<file path="config.mk">
export PLATFORM = sky130hd
export DESIGN_NAME = operand_stack
export DESIGN_NICKNAME = d
export VERILOG_FILES = /design/src/rtl/operand_stack.sv
export SDC_FILE = /design/constraint.sdc
export NUM_CORES = 1
export LEC_CHECK = 0
export BUFFER_PORTS_ARGS = -buffer_cell sky130_fd_sc_hd__clkbuf_2
export CAP_MARGIN = 20
export CORE_UTILIZATION = 55
export CTS_BUF_LIST = sky130_fd_sc_hd__clkbuf_8
export CTS_CLUSTER_SIZE = 12
export DETAILED_ROUTE_END_ITERATION = 6
export PLACE_DENSITY = 0.76
export SETUP_SLACK_MARGIN = 0.15
export SLEW_MARGIN = 20
export SYNTH_ARGS = -nofsm -noshare
export SYNTH_HDL_FRONTEND = slang
export SYNTH_SLANG_ARGS = --single-unit
</file>
<file path="constraint.sdc">
create_clock -name clk -period 3.5 [get_ports clk]
set_input_delay 0.35 -clock clk [delete_from_list [all_inputs] [get_ports clk]]
set_output_delay 0.35 -clock clk [all_outputs]
set_load 0.005 [all_outputs]
</file>
<file path="src/rtl/operand_stack.sv">
// Operand stack: TOS/NOS held in registers, deeper entries spill to a synchronous-read array.
// Optional STACK_BUS_DRIVE_EN adds a tri-stated copy of tos (bus_oe / bus_out) for a shared data bus.
//
// state  | meaning
// IDLE   | accepting ops
// REFILL | one-cycle reload of nos from the spill array after POP/BINOP at count>=3
module operand_stack #(
  parameter int WIDTH  = 16,
  parameter int DEPTH  = 16,
  parameter int ADDR_W = 4
) (
  input  logic              clk,
  input  logic              reset,
  input  logic [1:0]        op,
  input  logic              op_valid,
  output logic              op_ready,
  input  logic [WIDTH-1:0]  din,
  input  logic              clr_err,
`ifdef STACK_BUS_DRIVE_EN
  input  logic              bus_oe,
  output logic [WIDTH-1:0]  bus_out,
`endif
  output logic [WIDTH-1:0]  tos,
  output logic [WIDTH-1:0]  nos,
  output logic [ADDR_W:0]   count,
  output logic [3:0]        flags
);

  localparam int CNT_W = ADDR_W + 1;
  localparam logic [1:0] OP_PUSH  = 2'b01;
  localparam logic [1:0] OP_POP   = 2'b10;
  localparam logic [1:0] OP_BINOP = 2'b11;

  typedef enum logic {IDLE, REFILL} state_t;
  state_t state, state_nx;

  logic [WIDTH-1:0]  mem [DEPTH];
  logic [WIDTH-1:0]  rd_data;
  logic [ADDR_W-1:0] sp;
  logic              full, empty, ovf, unf;
  logic              accept, push_ok, pop_ok, bin_ok, refill_go, ovf_err, unf_err;
  logic              ge2, ge3;

  assign full  = (count == CNT_W'(DEPTH));
  assign empty = (count == '0);
  assign ge2   = (count >= CNT_W'(2));
  assign ge3   = (count >= CNT_W'(3));
  // Modulo arithmetic on the low bits gives DEPTH-2 when count==DEPTH.
  assign sp    = ge2 ? (count[ADDR_W-1:0] - ADDR_W'(2)) : '0;
  assign flags = {ovf, unf, full, empty};

`ifdef STACK_BUS_DRIVE_EN
  assign bus_out = bus_oe ? tos : {WIDTH{1'bz}};
`endif

  always_comb begin
    op_ready  = (state == IDLE);
    accept    = op_valid & op_ready & reset;
    push_ok   = accept & (op == OP_PUSH) & ~full;
    ovf_err   = accept & (op == OP_PUSH) & full;
    pop_ok    = accept & (op == OP_POP) & ~empty;
    bin_ok    = accept & (op == OP_BINOP) & ge2;
    unf_err   = accept & (((op == OP_POP) & empty) | ((op == OP_BINOP) & ~ge2));
    refill_go = (pop_ok | bin_ok) & ge3;
    state_nx  = state;
    case (state)
      IDLE:    if (refill_go) state_nx = REFILL;
      REFILL:  state_nx = IDLE;
      default: state_nx = IDLE;
    endcase
  end

  always_ff @(posedge clk) begin
    if (!reset) begin
      state <= IDLE;
      tos   <= '0;
      nos   <= '0;
      count <= '0;
      ovf   <= 1'b0;
      unf   <= 1'b0;
    end else begin
      state <= state_nx;
      if (push_ok) begin
        nos   <= tos;
        tos   <= din;
        count <= count + CNT_W'(1);
      end else if (pop_ok) begin
        tos   <= nos;
        count <= count - CNT_W'(1);
      end else if (bin_ok) begin
        tos   <= din;
        count <= count - CNT_W'(1);
      end
      if (state == REFILL) nos <= rd_data;
      ovf <= ovf_err | (ovf & ~clr_err);
      unf <= unf_err | (unf & ~clr_err);
    end
  end

  // Spill storage is not reset; only entries below sp are ever read.
  always_ff @(posedge clk) begin
    if (push_ok && ge2) mem[sp] <= nos;
    if (refill_go) rd_data <= mem[sp - ADDR_W'(1)];
  end

endmodule

</file>
==> flow_summary.yaml <==
global_routing:
  grt_max_degree: 43
  overflow: 0
  antenna_found_initial: 0
  grt_usage: 0.253
  grt_first_pass_wirelength_um: 44200
  grt_pass1_vias: 7701
floorplan:
  ios: 64
  rows: 54
  start_util: 0.565
  die_w_um: 152
  core_um2: 22000
  die_h_um: 152
  dieArea_um2: 23200
power_and_ir_drop:
  fin_total_pwr_mw: 11.0
  ir_worst_vdd_uv: 518
  clkPwrFrac: 0.261
  leakagePower_nw: 5.08
  sw_frac_of_total: 0.346
  p_comb_frac: 0.332
  p_sw_mw: 3.81
  power_frac_seq: 0.406
  powerDensity_nw_per_um2: 778
  p_int_mw: 7.21
sta:
  finalClockSkew_ps: 16.5
  setup_violations: 0
  period_needed_ps: 2900
  worstMarginPinSlew_ps: 1040
  slew_violations: 0
  rsz0062_at_grt: "false"
  final.setup.tns_ps: 0
  relSlewSlack: 0.307
  period_share: 0.829
  fmax_mhz: 345
  hold_viol_final: 0
clock_tree:
  clk_root_buffer_cell: "clkbuf_8"
  tritoncts: "built"
  post_cts.repair.setup_buffers: 0
  cts-resized-gates: 0
  htreeDepth: 2
  cts_buffer_depth: 3
  cts_sinks: 312
  cts_made_buffers: 49
  holdBufCountCts: 0
  insertion_delay_ps: 560
  clkTransAtPathRegs_ps: 60
synthesis:
  postSynthAreaPerCell_um2: 14.7
  netlist_area_um2: 12400
  synthCells: 843
  synth.yosys.warnings: 0
  ys_seq_area_frac: 0.723
  synth_nets: 871
  ys_ff_latch: 312
  ys_types: 43
worst_setup_path:
  critical_path_class: "register to register"
  cp_data_arrival_time_ps: 3210
  cp-end-kind: "register"
  startpoint_type: "register"
  critPathMaxFanout: 42
  reg2reg_depth: 9
  cp.required_ps: 3810
  r2r_slack_ps: 600
final_layout:
  final_cell_mix: "272 x edfxtp_1, 97 x nand2_1, 63 x clkbuf_2"
  final_nets: 970
  final_common_cell: "edfxtp_1"
  drive_gt1_frac: 0.225
  syn2layout_area_growth_pct: 14.1
  final_core_util: 0.645
  antennaDiodeCount: 0
status:
  violations: "design-rule violations"
  status: "complete, but fails checks"
job:
  maxCapViolations: 0
min_path:
  hold_depth: 3
  min_path_type: "input pin to register"
drt:
  vias: 7650
  wl_per_cell_um: 22.6
  drtIter0Drc: 612
  viasPerCell: 6.08
  ant_nets: 0
  drc: 1
  first_pass_iters: 7
  wirelength_um: 28400
placed_design:
  dp_hpwl_um: 18000
  portBuffers: 63
  gp_congestion: 0.879
==> flip-flops by register name, indices dropped and copies added (netlist names) <==
signal	flops
rd_data	16
mem	256
state	1
unf	1
ovf	1
count	5
nos	16
tos	16
==> metal layers <==
metal	GRT usage	share of wire
met3	0.0401	0.080
met2	0.406	0.48
met5	0	0
met4	0.110	0.034
met1	0.347	0.41
==> power groups by stage <==
stage	Sequential [mW]	Clock [mW]	Combinational [mW]
finish	4.48	2.88	3.66
global route	4.49	3.08	3.98
CTS	4.48	2.92	3.65
detailed placement	4.55	0	3.66
global placement	4.54	0	3.60
floorplan	4.47	0	2.62
==> synthesized netlist by cell type <==
library cell,instances,share of area
buf_2,12,0.0048
or3_1,2,0.0010
a21oi_2,1,0.00071
o21ai_1,1,0.00040
a21o_1,3,0.0018
o22ai_1,18,0.0091
nor4_1,1,0.00050
fa_1,1,0.0016
o32ai_1,16,0.011
mux2i_1,50,0.040
a221oi_1,32,0.023
a21oi_1,22,0.0089
a21boi_1,1,0.00061
nor3_2,1,0.00081
and2_1,19,0.0096
mux2_2,33,0.030
or2_2,2,0.0010
nor2b_1,2,0.0010
o21ai_0,53,0.021
a211o_1,2,0.0014
ha_1,5,0.0050
o221ai_1,16,0.011
or2_1,1,0.00050
nor2_1,14,0.0042
a41o_1,16,0.013
nand3b_1,2,0.0012
or3b_1,1,0.00071
o21ai_4,1,0.0013
nand3_1,33,0.013
clkbuf_1,40,0.012
nor3b_1,1,0.00061
edfxtp_1,272,0.66
buf_4,5,0.0030
xnor2_1,4,0.0028
nand2_1,97,0.029
dfxtp_1,40,0.065
nand2b_1,1,0.00050
buf_1,1,0.00030
buf_6,1,0.00091
inv_1,10,0.0030
and3b_1,1,0.00071
nor3b_4,1,0.0015
nor3_1,8,0.0032
==> path summary, 6_finish.rpt <==
check	start	end
worst min register to register	count[1]	count[1]
worst min-delay path	din[0]	tos[0]
worst max-delay path	count[1]	rd_data[7]
worst max register to register	count[1]	rd_data[7]
==> critical path, cell delays in order, from the launching register on <==
cell      delay, ps
dfxtp_2         370
inv_1           110
ha_1            270
nor3b_4         430
a21boi_1        210
a21o_2          260
buf_4           280
a221oi_1        340
o32ai_1         150
a41o_1          220
==> kinds of logic (layout without fill, tap and decap cells) <==
kind of cell / Yosys count / after routing / share of synthesized area
xor gates and xnor gates: 4 / 4 / 0.00282
muxes: 83 / 83 / 0.0703
buffers and inverters: 69 / 205 / 0.0242
AOI/OAI and AO/OA: 182 / 182 / 0.104
and+or+nand+nor: 187 / 187 / 0.0698
adders and majority gates: 6 / 6 / 0.00665
DFF: 312 / 312 / 0.723
==> area by class of cell <==
| cell class | instances | area [um^2] |
|---|---|---|
| multi-input cells | 462 | 3200 |
| clock inverters | 31 | 149 |
| flip-flops and latches | 312 | 8970 |
| well taps | 280 | 350 |
| inverters | 10 | 37.5 |
| repair buffers | 107 | 671 |
| fillers | 1534 | 7800 |
| clock buffers | 57 | 785 |
==> stage by stage <==
stage          std cells  worst slack [ps]  cell area, um^2  hold WS [ps]
2_1_floorplan        843             0.872            12400           525
5_1_grt             1259               402            14200          94.2
3_3_place_gp        1171               670            13200           509
4_1_cts             1259               619            14200          63.5
3_5_place_dp        1171               626            13200           518
6_report            1259               600            14200          84.2
Note: power is estimated with default switching activity, not from simulation.
